<file path="src/rtl/bridge_data_loader.sv">
// Captures in-window APF bridge writes into a small FIFO and replays each
// byte-swapped 32-bit word as two 16-bit writes on a valid/ready memory port.
module bridge_data_loader #(
    parameter logic [31:0] ADDR_BASE   = 32'h1000_0000,
    parameter logic [31:0] ADDR_MASK   = 32'hF000_0000,
    parameter logic [31:0] STATUS_ADDR = 32'hF100_0000,
    parameter int          FIFO_DEPTH  = 8
) (
    input  logic        clk,
    input  logic        reset,
    input  logic [31:0] bridge_addr,
    input  logic        bridge_wr,
    input  logic [31:0] bridge_wr_data,
    input  logic        bridge_rd,
    output logic [31:0] bridge_rd_data,
    output logic [27:0] mem_addr,
    output logic [15:0] mem_wr_data,
    output logic        mem_wr,
    input  logic        mem_ready,
    output logic        busy,
    output logic        overflow,
    output logic [1:0]  dbg_state
);

    // Memory handshake: a halfword transfers on a rising edge where mem_wr and
    // mem_ready are both high; until then mem_wr/mem_addr/mem_wr_data hold.

    localparam int AW = $clog2(FIFO_DEPTH);
    localparam int CW = AW + 1;
    localparam int EW = 28 + 32;

    typedef enum logic [1:0] {
        IDLE = 2'd0,
        LO   = 2'd1,
        HI   = 2'd2
    } state_t;

    state_t         state;
    state_t         next_state;

    logic [EW-1:0]  fifo_mem [FIFO_DEPTH];
    logic [AW-1:0]  wr_ptr;
    logic [AW-1:0]  rd_ptr;
    logic [CW-1:0]  count;

    logic [27:0]    out_addr;
    logic [31:0]    out_data;

    logic           in_window;
    logic           push_req;
    logic           push_ok;
    logic           drop;
    logic           pop;
    logic           fifo_empty;
    logic [31:0]    swapped;
    logic [31:0]    count_ext;
    logic [3:0]     count_sat;
    logic [31:0]    status_word;

    assign in_window  = (bridge_addr & ADDR_MASK) == ADDR_BASE;
    assign push_req   = bridge_wr && in_window;
    assign fifo_empty = (count == '0);
    assign swapped    = {bridge_wr_data[7:0], bridge_wr_data[15:8],
                         bridge_wr_data[23:16], bridge_wr_data[31:24]};

    // A full FIFO can still take a word when the output stage pops this cycle.
    assign push_ok = push_req && ((count < CW'(FIFO_DEPTH)) || pop);
    assign drop    = push_req && !push_ok;

    always_comb begin
        next_state = state;
        pop        = 1'b0;
        case (state)
            IDLE: begin
                if (!fifo_empty) begin
                    pop        = 1'b1;
                    next_state = LO;
                end
            end
            LO: begin
                if (mem_ready) begin
                    next_state = HI;
                end
            end
            HI: begin
                if (mem_ready) begin
                    if (!fifo_empty) begin
                        pop        = 1'b1;
                        next_state = LO;
                    end else begin
                        next_state = IDLE;
                    end
                end
            end
            default: begin
                next_state = IDLE;
            end
        endcase
    end

    always_ff @(posedge clk) begin
        if (push_ok) begin
            fifo_mem[wr_ptr] <= {bridge_addr[27:0], swapped};
        end
    end

    always_ff @(posedge clk) begin
        if (reset) begin
            state          <= IDLE;
            wr_ptr         <= '0;
            rd_ptr         <= '0;
            count          <= '0;
            out_addr       <= '0;
            out_data       <= '0;
            overflow       <= 1'b0;
            bridge_rd_data <= '0;
        end else begin
            state <= next_state;
            if (push_ok) begin
                wr_ptr <= wr_ptr + 1'b1;
            end
            if (pop) begin
                rd_ptr   <= rd_ptr + 1'b1;
                out_addr <= fifo_mem[rd_ptr][59:32];
                out_data <= fifo_mem[rd_ptr][31:0];
            end
            case ({push_ok, pop})
                2'b10:   count <= count + 1'b1;
                2'b01:   count <= count - 1'b1;
                default: count <= count;
            endcase
            if (drop) begin
                overflow <= 1'b1;
            end
            bridge_rd_data <= (bridge_rd && (bridge_addr == STATUS_ADDR)) ? status_word : 32'd0;
        end
    end

    assign count_ext   = 32'(count);
    assign count_sat   = (count_ext > 32'd15) ? 4'hF : count_ext[3:0];
    assign status_word = {26'd0, count_sat, overflow, busy};

    // High half sits at A+2; the 28-bit add wraps on its own.
    always_comb begin
        mem_wr      = 1'b0;
        mem_addr    = '0;
        mem_wr_data = '0;
        case (state)
            LO: begin
                mem_wr      = 1'b1;
                mem_addr    = out_addr;
                mem_wr_data = out_data[15:0];
            end
            HI: begin
                mem_wr      = 1'b1;
                mem_addr    = out_addr + 28'd2;
                mem_wr_data = out_data[31:16];
            end
            default: begin
                mem_wr = 1'b0;
            end
        endcase
    end

    assign busy      = !fifo_empty || (state != IDLE);
    assign dbg_state = state;

endmodule

</file>
<file path="config.mk">
export PLATFORM = sky130hd
export DESIGN_NAME = bridge_data_loader
export DESIGN_NICKNAME = d
export VERILOG_FILES = /design/src/rtl/bridge_data_loader.sv
export SDC_FILE = /design/constraint.sdc
export NUM_CORES = 1
export LEC_CHECK = 0
export ABC_AREA = 0
export CAP_MARGIN = 20
export CORE_ASPECT_RATIO = 1.4
export CORE_MARGIN = 1.5
export CORE_UTILIZATION = 40
export DETAILED_ROUTE_END_ITERATION = 10
export GPL_TIMING_DRIVEN = 0
export PLACE_DENSITY_LB_ADDON = 0.15
export REMOVE_ABC_BUFFERS = 1
export SYNTH_ARGS = -nofsm -noshare
export SYNTH_HDL_FRONTEND = slang
export SYNTH_SLANG_ARGS = --single-unit
</file>
<file path="constraint.sdc">
create_clock -name clk -period 13.3 [get_ports clk]
set_clock_uncertainty 0.2 [all_clocks]
set_input_delay 1.995 -clock clk [delete_from_list [all_inputs] [get_ports clk]]
set_output_delay 1.995 -clock clk [all_outputs]
set_load 0.01 [all_outputs]
</file>
==> summary.md, run 1 <==
| Metric | Value |
|---|---|
| Yosys top cell by area | sky130_fd_sc_hd__edfxtp_1 |
| CORE AREA | ~0.055 mm2 |
| Cell chain of the critical path | ha_2 -> buf_16 -> inv_1 -> o41a_1 -> a311oi_1 -> clkdlybuf4s50_1 |
| Power Internal | ~3.3 mW |
| Number of nets with antenna violations after routing | 0 |
| Cells taking the most area after synthesis | sky130_fd_sc_hd__edfxtp_1 (65%), sky130_fd_sc_hd__mux4_2 (12%), sky130_fd_sc_hd__dfxtp_1 (7.1%) |
| H-tree level count | 2 |
| Cell types with the highest counts after synthesis | sky130_fd_sc_hd__edfxtp_1 (480), sky130_fd_sc_hd__mux4_2 (120), sky130_fd_sc_hd__nor2_1 (106) |
| Origin of the critical flop-to-flop path | dbg_state[1] |
| Largest fanout on the critical path | 22 |
| Worst Reg-to-Reg Cells | 9 |
| Die Span X | just over 200 um |
| # IOs | 150 |
| Tightest Hold Check Type | register to register |
| Initial standard-cell utilization of the core | around two fifths |
| Result of the run | complete, no violations |
| Fmax achieved | around 0.18 GHz |
| Part of the cycle the worst path needs | 41.77% |
| Final design utilization | between 40% and 50% |
| First drt pass iteration count | 7 |
| Portion of the post-synthesis area used by sequential elements | 71.87% |
| Leftover overflow at the end of global routing | 0 |
| Number of max-cap violations | 0 |
| Final hold violation count | 0 |
| Sequential fraction of design power | 45.3% |
| R2r setup slk | roughly 9.1 ns |
| DRC errors left | 0 |
| Number of setup buffers added after CTS | 0 |
| Worst Tran Pin Value | around 1.1 ns |
| Sum of routed wire length over all layers | about 51,000 um |
| Peak supply drop | ~0.16 mV |
| Post-Syn Area | 0.02226 mm2 |
| DP Area | about 0.025 mm2 |
| Clock network latency to the later pin of the worst-skew pair | 0.57 ns |
| Routed length per instance | between 20 and 25 um |
| Pin count of the biggest net entering global routing | 74 |
| Count of final max-slew check failures | 0 |
| Number of library cell types mapped by synthesis | 64 |
| First DRT Iteration DRCs | 806 |
| Clock-pin slew on the worst setup and hold paths | around 0.060 ns |
| Total power draw | 4.571 mW |
| Total routing usage reported by global routing | between 10% and 20% |
| Half-perimeter wire length after detailed placement | 33,140 um |
| Post-cts gate resize count | 0 |
| Clk network pwr share | between 30 and 40% |
| Root buffer selected by CTS | sky130_fd_sc_hd__clkbuf_16 |
| TritonCTS clock tree | yes |
| Share of total power in combinational logic | 22.0% |
| Final std cells w/o fill | between 2,000 and 2,500 |
| Final count of negative-setup-slack endpoints | 0 |
| Worst Hold End | bridge_rd_data[1] |
| Via-to-Cell Ratio | approximately 5.4 |
| Reg2Reg Capture Point | fifo_mem[2][11] |
| Final critical delay including setup and external delays | ~5.6 ns |
| Height of the die | ~280 um |
| Switching share of total power | between 20% and 30% |
| Hold path start | overflow |
| Avg Inst Size Synth | approximately 18 um2 |
| Final estimated routing congestion in global placement | 0.7967 |
| Via count of the first global-routing pass | between 10,000 and 15,000 |
| Max stage delay on crit path | roughly 0.60 ns |
| Switching pwr | 1.282 mW |
| Endpoint class of the critical path | output port |
| Vias | roughly 12,000 |
| CP max stage cell | sky130_fd_sc_hd__clkdlybuf4s50_1 |
| Number of buffers inserted during clock tree synthesis | 52 |
| Number of instances in the synthesized netlist | ~1,200 |
| Finished Cell Area | 0.02679 mm2 |
| Worst slack on hold paths | ~0.29 ns |
| Layout cells sized above 1 | 21.27% |
| Num rows | just over 100 |
| Yosys warning total | 0 |
| Category of the critical setup timing path | register to output port |
| Die Outline Area | 0.05708 mm2 |
| Hold path depth | 1 |
| Cts hold-fix bufs | 0 |
| Worst Path Required | approximately 11 ns |
| Number of buffers on the longest clock path | 3 |
| Placed instance count | around 2,100 |
| Critical Path Start Type | register |
| Global-route wire length before repair | 77,250 um |
| EDFF count, synth | 480 |
| Initial antenna violation count | 5 |
| Fraction of synthesis flops using an asynchronous set or reset pin | 0% |
| Max-slew headroom at the worst pin | a little under a quarter |
| Most used standard cell by instance count after synthesis | sky130_fd_sc_hd__edfxtp_1 |
| Setup repair after global routing missed its margin | false |
| IO Port Bufs | 123 |
| Synthesis-stage register bit count | 559 |
| Pwr per Cell Area | around 170 mW/mm2 |
| WP data arrival | between 3 and 4 ns |
| Leakage dissipation | between 8 and 9 nW |
| Leading register cell type out of synthesis | sky130_fd_sc_hd__edfxtp_1 |
| Synth top area share | between 60% and 70% |
| Synthesis-to-finish area growth | 20.38% |
| Total number of clock tree sinks | between 500 and 600 |
| Count of nets after finishing | about 1,500 |
## worst max-delay path by stage
stage | endpoint | cells after the start | startpoint
2_1_floorplan | fifo_mem[2][0] | 4 | bridge_addr[30]
4_1_cts | mem_addr[23] | 7 | dbg_state[0]
3_5_place_dp | fifo_mem[6][25] | 8 | bridge_addr[30]
3_3_place_gp | fifo_mem[2][22] | 5 | mem_ready
6_report | mem_addr[23] | 6 | dbg_state[1]
5_1_grt | mem_addr[23] | 7 | dbg_state[0]
## critical path: cells and delay by family, from the launching register on
family / cells / cell delay (ns)
buffers and inverters: 3 / 1.03
AOI/OAI and AO/OA: 2 / 0.76
adders and majority gates: 1 / 0.57
DFF: 1 / 0.41
## registers in the layout, summed over array words and instances, names as in the netlist
| signal | flops |
|---|---|
| overflow | 1 |
| bridge_rd_data | 6 |
| count | 4 |
| dbg_state | 2 |
| rd_ptr | 3 |
| out_data | 32 |
| wr_ptr | 3 |
| out_addr | 28 |
| fifo_mem | 480 |
## kinds of logic (layout without fill, tap and decap cells)
group / Yosys count / after routing / synth area share (%)
AOI/OAI and AO/OA: 147 / 147 / 4.706
xor gates and xnor gates: 6 / 6 / 0.2361
adders and majority gates: 11 / 11 / 0.6522
buffers and inverters: 116 / 320 / 2.603
DFF: 559 / 559 / 71.87
muxes: 184 / 184 / 15.04
other: 1 / 27 / 0.01685
and+or+nand+nor: 223 / 223 / 4.874
## layout by cell type (no fill, tap or decap), types with 4 or more instances in the layout
cell                              instances
sky130_fd_sc_hd__buf_16                   8
sky130_fd_sc_hd__dfxtp_1                 76
sky130_fd_sc_hd__clkdlybuf4s50_1        122
sky130_fd_sc_hd__nor2_1                 105
sky130_fd_sc_hd__nand4_1                  9
sky130_fd_sc_hd__bufinv_16                4
sky130_fd_sc_hd__nand3_1                 11
sky130_fd_sc_hd__edfxtp_1               480
sky130_fd_sc_hd__mux4_2                 120
sky130_fd_sc_hd__inv_1                   11
sky130_fd_sc_hd__mux2i_1                 61
sky130_fd_sc_hd__ha_1                     8
sky130_fd_sc_hd__nor3_1                   7
sky130_fd_sc_hd__nand2_1                 38
sky130_fd_sc_hd__clkbuf_16               54
sky130_fd_sc_hd__clkbuf_8                 7
sky130_fd_sc_hd__a22oi_1                 17
sky130_fd_sc_hd__xnor2_1                  4
sky130_fd_sc_hd__clkbuf_1                16
sky130_fd_sc_hd__buf_4                   32
sky130_fd_sc_hd__and2_1                   6
sky130_fd_sc_hd__a31oi_1                  7
sky130_fd_sc_hd__buf_6                   35
sky130_fd_sc_hd__conb_1                  26
sky130_fd_sc_hd__nor4_1                  13
sky130_fd_sc_hd__clkinv_2                12
sky130_fd_sc_hd__a211oi_1                60
sky130_fd_sc_hd__o21ai_0                 17
sky130_fd_sc_hd__buf_12                   6
sky130_fd_sc_hd__nor4b_1                  4
sky130_fd_sc_hd__a311oi_1                 5
sky130_fd_sc_hd__a21oi_1                 15
sky130_fd_sc_hd__buf_8                    5
sky130_fd_sc_hd__clkinv_1                 5
## metrics by stage
step | setup slack (ns) | setup TNS, ns
final | 7.745 | 0
after global routing | 7.597 | 0
after CTS | 7.686 | 0
after detailed placement | 7.759 | 0
after global placement | -4.829 | -894.51
after floorplan | 3.450 | 0
## power by group through the flow
stage	combinational, mW	clock (mW)	sequential [mW]
2_1_floorplan	0.687	0	2.13
3_3_place_gp	0.992	0	2.20
3_5_place_dp	1.02	0	2.11
4_1_cts	1.03	1.53	2.07
5_1_grt	1.11	1.60	2.08
6_report	1.01	1.50	2.07
## cell type report
type	instances	area, um2
sequential	559	16010
clock inverter	21	211.5
tap	728	910.9
timing repair buffer	208	2271
antenna	1	2.502
clock buffer	77	1508
multi-input combinational	597	5826
fill	4675	28340
inverter	14	55.05
## layer usage
layer	track usage, %	vias up	share of wire [%]
met4	4.084	8	1.6
met2	31.14	279	51
met3	2.765	63	4.3
met5	0	-	0.11
met1	24.11	6229	43
li1	-	5357	-
(Power assumes the default switching activity.)
==> run 2, diff against run 1 <==
Clock period 13.3 ns to 5.53 ns, I/O delays scaled along.
==> results of run 2 <==
Same layout as run 1 (identical final DEF). Status: complete, no violations.
Among the figures that moved: setup slack after placement 7.759 ns -> 1.154 ns; setup slack after layout 7.745 ns -> 1.140 ns; register-to-register setup slack 9.05 ns -> 1.28 ns; total power 4.571 mW -> 10.99 mW; worst IR drop on VDD 0.1621 mV -> 0.3898 mV
==> run 3, diff against run 2 <==
Clock period 5.53 ns to 3.6 ns, I/O delays scaled along.
==> summary.md, run 3 (synthesized netlist as in run 1, its figures left out) <==
| Metric | Value |
|---|---|
| Result of the run | complete, no violations |
| Routed length per instance | 23.22 um (+0.23%) |
| Total power draw | between 15 and 20 mW |
| Part of the cycle the worst path needs | between 90% and 100% |
| Final critical delay including setup and external delays | 3.596 ns |
| Via-to-Cell Ratio | 5.422 (+0.16%) |
| IO Port Bufs | 123 (unchanged) |
| Layout cells sized above 1 | 24.21% (+2.9 points) |
| Worst-case setup margin in the final layout | 0.003858 ns |
| TritonCTS clock tree | yes |
| Final std cells w/o fill | 2,224 (+0.86%) |
| Die Span X | 202.4 um (unchanged) |
| Leakage dissipation | 8.512 nW (+2.9%) |
| Largest registers | fifo_mem (480), out_data (32), out_addr (28) |
| # IOs | 150 (unchanged) |
| Placement Setup Slack | -0.6439 ns |
| Number of buffers inserted during clock tree synthesis | 52 (unchanged) |
| Worst Path Required | about 2.9 ns |
| Global-route wire length before repair | 77,940 um (+0.88%) |
| H-tree level count | 2 (unchanged) |
| First DRT Iteration DRCs | 801 (-0.62%) |
| Max-slew headroom at the worst pin | 21.97% (-0.64 points) |
| Placed instance count | 2,105 (unchanged) |
| Category of the critical setup timing path | register to output port |
| Tightest Hold Check Type | input pin to register |
| Cell chain of the critical path | ha_2 -> nand3_4 -> or3_4 -> nor4_1 -> a21o_1 -> clkdlybuf4s50_1 |
| First drt pass iteration count | 7 (unchanged) |
| Vias | 12,060 (+1.0%) |
| DP Area | 0.02506 mm2 (unchanged) |
| Half-perimeter wire length after detailed placement | 33,140 um (unchanged) |
| Worst Tran Pin Value | 1.154 ns (+0.009471 ns) |
| Root buffer selected by CTS | sky130_fd_sc_hd__clkbuf_16 |
| Final estimated routing congestion in global placement | 0.7967 (unchanged) |
| Pwr per Cell Area | around 630 mW/mm2 |
| Synthesis-to-finish area growth | 21.92% |
| Initial antenna violation count | 5 (unchanged) |
| Count of final max-slew check failures | 0 (unchanged) |
| Cts hold-fix bufs | 0 (unchanged) |
| Sum of routed wire length over all layers | 51,640 um (+1.1%) |
| Leftover overflow at the end of global routing | 0 (unchanged) |
| Die Outline Area | 0.05708 mm2 (unchanged) |
| Critical Path Start Type | register |
| Largest fanout on the critical path | 8 (-64%) |
| Max stage delay on crit path | 0.54 ns (-0.06 ns) |
| DRC errors left | 0 (unchanged) |
| Fmax achieved | around 0.28 GHz |
| Initial standard-cell utilization of the core | 40.37% (unchanged) |
| Most flop-heavy register | fifo_mem |
| Total Negative Setup Slacks | 0 ns (unchanged) |
| Clock-pin slew on the worst setup and hold paths | 0.07 ns (about the same) |
| WP data arrival | 2.86 ns (-0.50 ns) |
| Most frequent cells in the layout | sky130_fd_sc_hd__edfxtp_1 (480), sky130_fd_sc_hd__mux4_2 (120), sky130_fd_sc_hd__clkdlybuf4s50_1 (118) |
| Clock network latency to the later pin of the worst-skew pair | 0.57 ns (about the same) |
| Num rows | 102 (unchanged) |
| Endpoint class of the critical path | output port |
| Largest register FFs | 480 (unchanged) |
| Setup repair after global routing missed its margin | true |
| Pin count of the biggest net entering global routing | 74 (unchanged) |
| CORE AREA | 0.05513 mm2 (unchanged) |
| Most common library cell in the layout ignoring fill and taps | sky130_fd_sc_hd__edfxtp_1 |
| Final count of negative-setup-slack endpoints | 0 (unchanged) |
| Number of buffers on the longest clock path | 3 (unchanged) |
| Finished Cell Area | 0.02713 mm2 (+1.3%) |
| Final hold violation count | 0 (unchanged) |
| Count of nets after finishing | 1,531 (+1.3%) |
| Peak supply drop | 0.5945 mV |
| Number of nets with antenna violations after routing | 0 (unchanged) |
| Height of the die | 282.1 um (unchanged) |
| CP max stage cell | sky130_fd_sc_hd__clkdlybuf4s50_1 |
| Total number of clock tree sinks | 559 (unchanged) |
| Total routing usage reported by global routing | 18.17% (+0.14 points) |
| Number of max-cap violations | 0 (unchanged) |
| Via count of the first global-routing pass | 12,330 (+0.68%) |
## run 3: cell count changes in the layout (fill, tap and decap cells not counted), sizes merged
| cell | change |
|---|---|
| clkinvlp | +2 |
| clkbuf | +2 |
| buf | +17 |
| inv | -2 |
| clkdlybuf4s50 | -4 |
| and2 | +1 |
| dlymetal6s2s | +3 |
## run 3: path summary, 6_finish.rpt
path	from	to	slack (ns)	depth (start not counted)
setup reg to reg	dbg_state[0]	count[3]	0.21	12
hold / removal	reset	out_addr[3]	0.22	2
hold reg to reg	overflow	bridge_rd_data[1]	0.30	1
setup / recovery	out_addr[1]	mem_addr[13]	0.004	6
## run 3: critical path, delay by kind of cell (launching register included)
| kind | cells | cell delay, ns |
|---|---|---|
| buffers and inverters | 1 | 0.54 |
| AOI/OAI and AO/OA | 1 | 0.16 |
| DFF | 1 | 0.38 |
| adders and majority gates | 1 | 0.24 |
| and+or+nand+nor | 3 | 0.96 |
## run 3: report_power, final
| group | switching [mW] | internal (mW) | total (mW) |
|---|---|---|---|
| Sequential | 0.352 | 7.31 | 7.66 |
| Clock | 2.34 | 3.19 | 5.52 |
| Combinational | 2.11 | 1.73 | 3.83 |
| Total | 4.79 | 12.2 | 17.0 |
## run 3: per-stage QoR
step           utilization, %  hold WS (ns)
2_1_floorplan               -        0.2727
3_3_place_gp            43.47        0.2672
3_5_place_dp            45.45        0.2912
4_1_cts                 48.92        0.1990
5_1_grt                 49.21        0.2211
6_report                49.21        0.2162
## run 3: routing by layer
metal	track usage, %	up-vias	part of all wire, %
li1	-	5401	-
met1	24.33	6254	43
met2	31.30	319	51
met3	2.776	76	4.6
met4	4.236	8	1.9
met5	0	-	0.11
## run 3: area by class of cell
class                      count  area, um2
antenna                        1      2.502
timing repair buffer         226       2410
sequential                   559      16030
tap                          728      910.9
inverter                      14      68.82
clock inverter                21      211.5
fill                        4650      28000
clock buffer                  77       1508
multi-input combinational    598       5996
## run 3: what timing repair did
action                                  in CTS  in global routing
endpoints found under the setup margin     378                 71
pin swaps                                    3                  8
gates resized for setup                     37                 19
gates cloned                                 0                  1
setup buffers                                7                 12
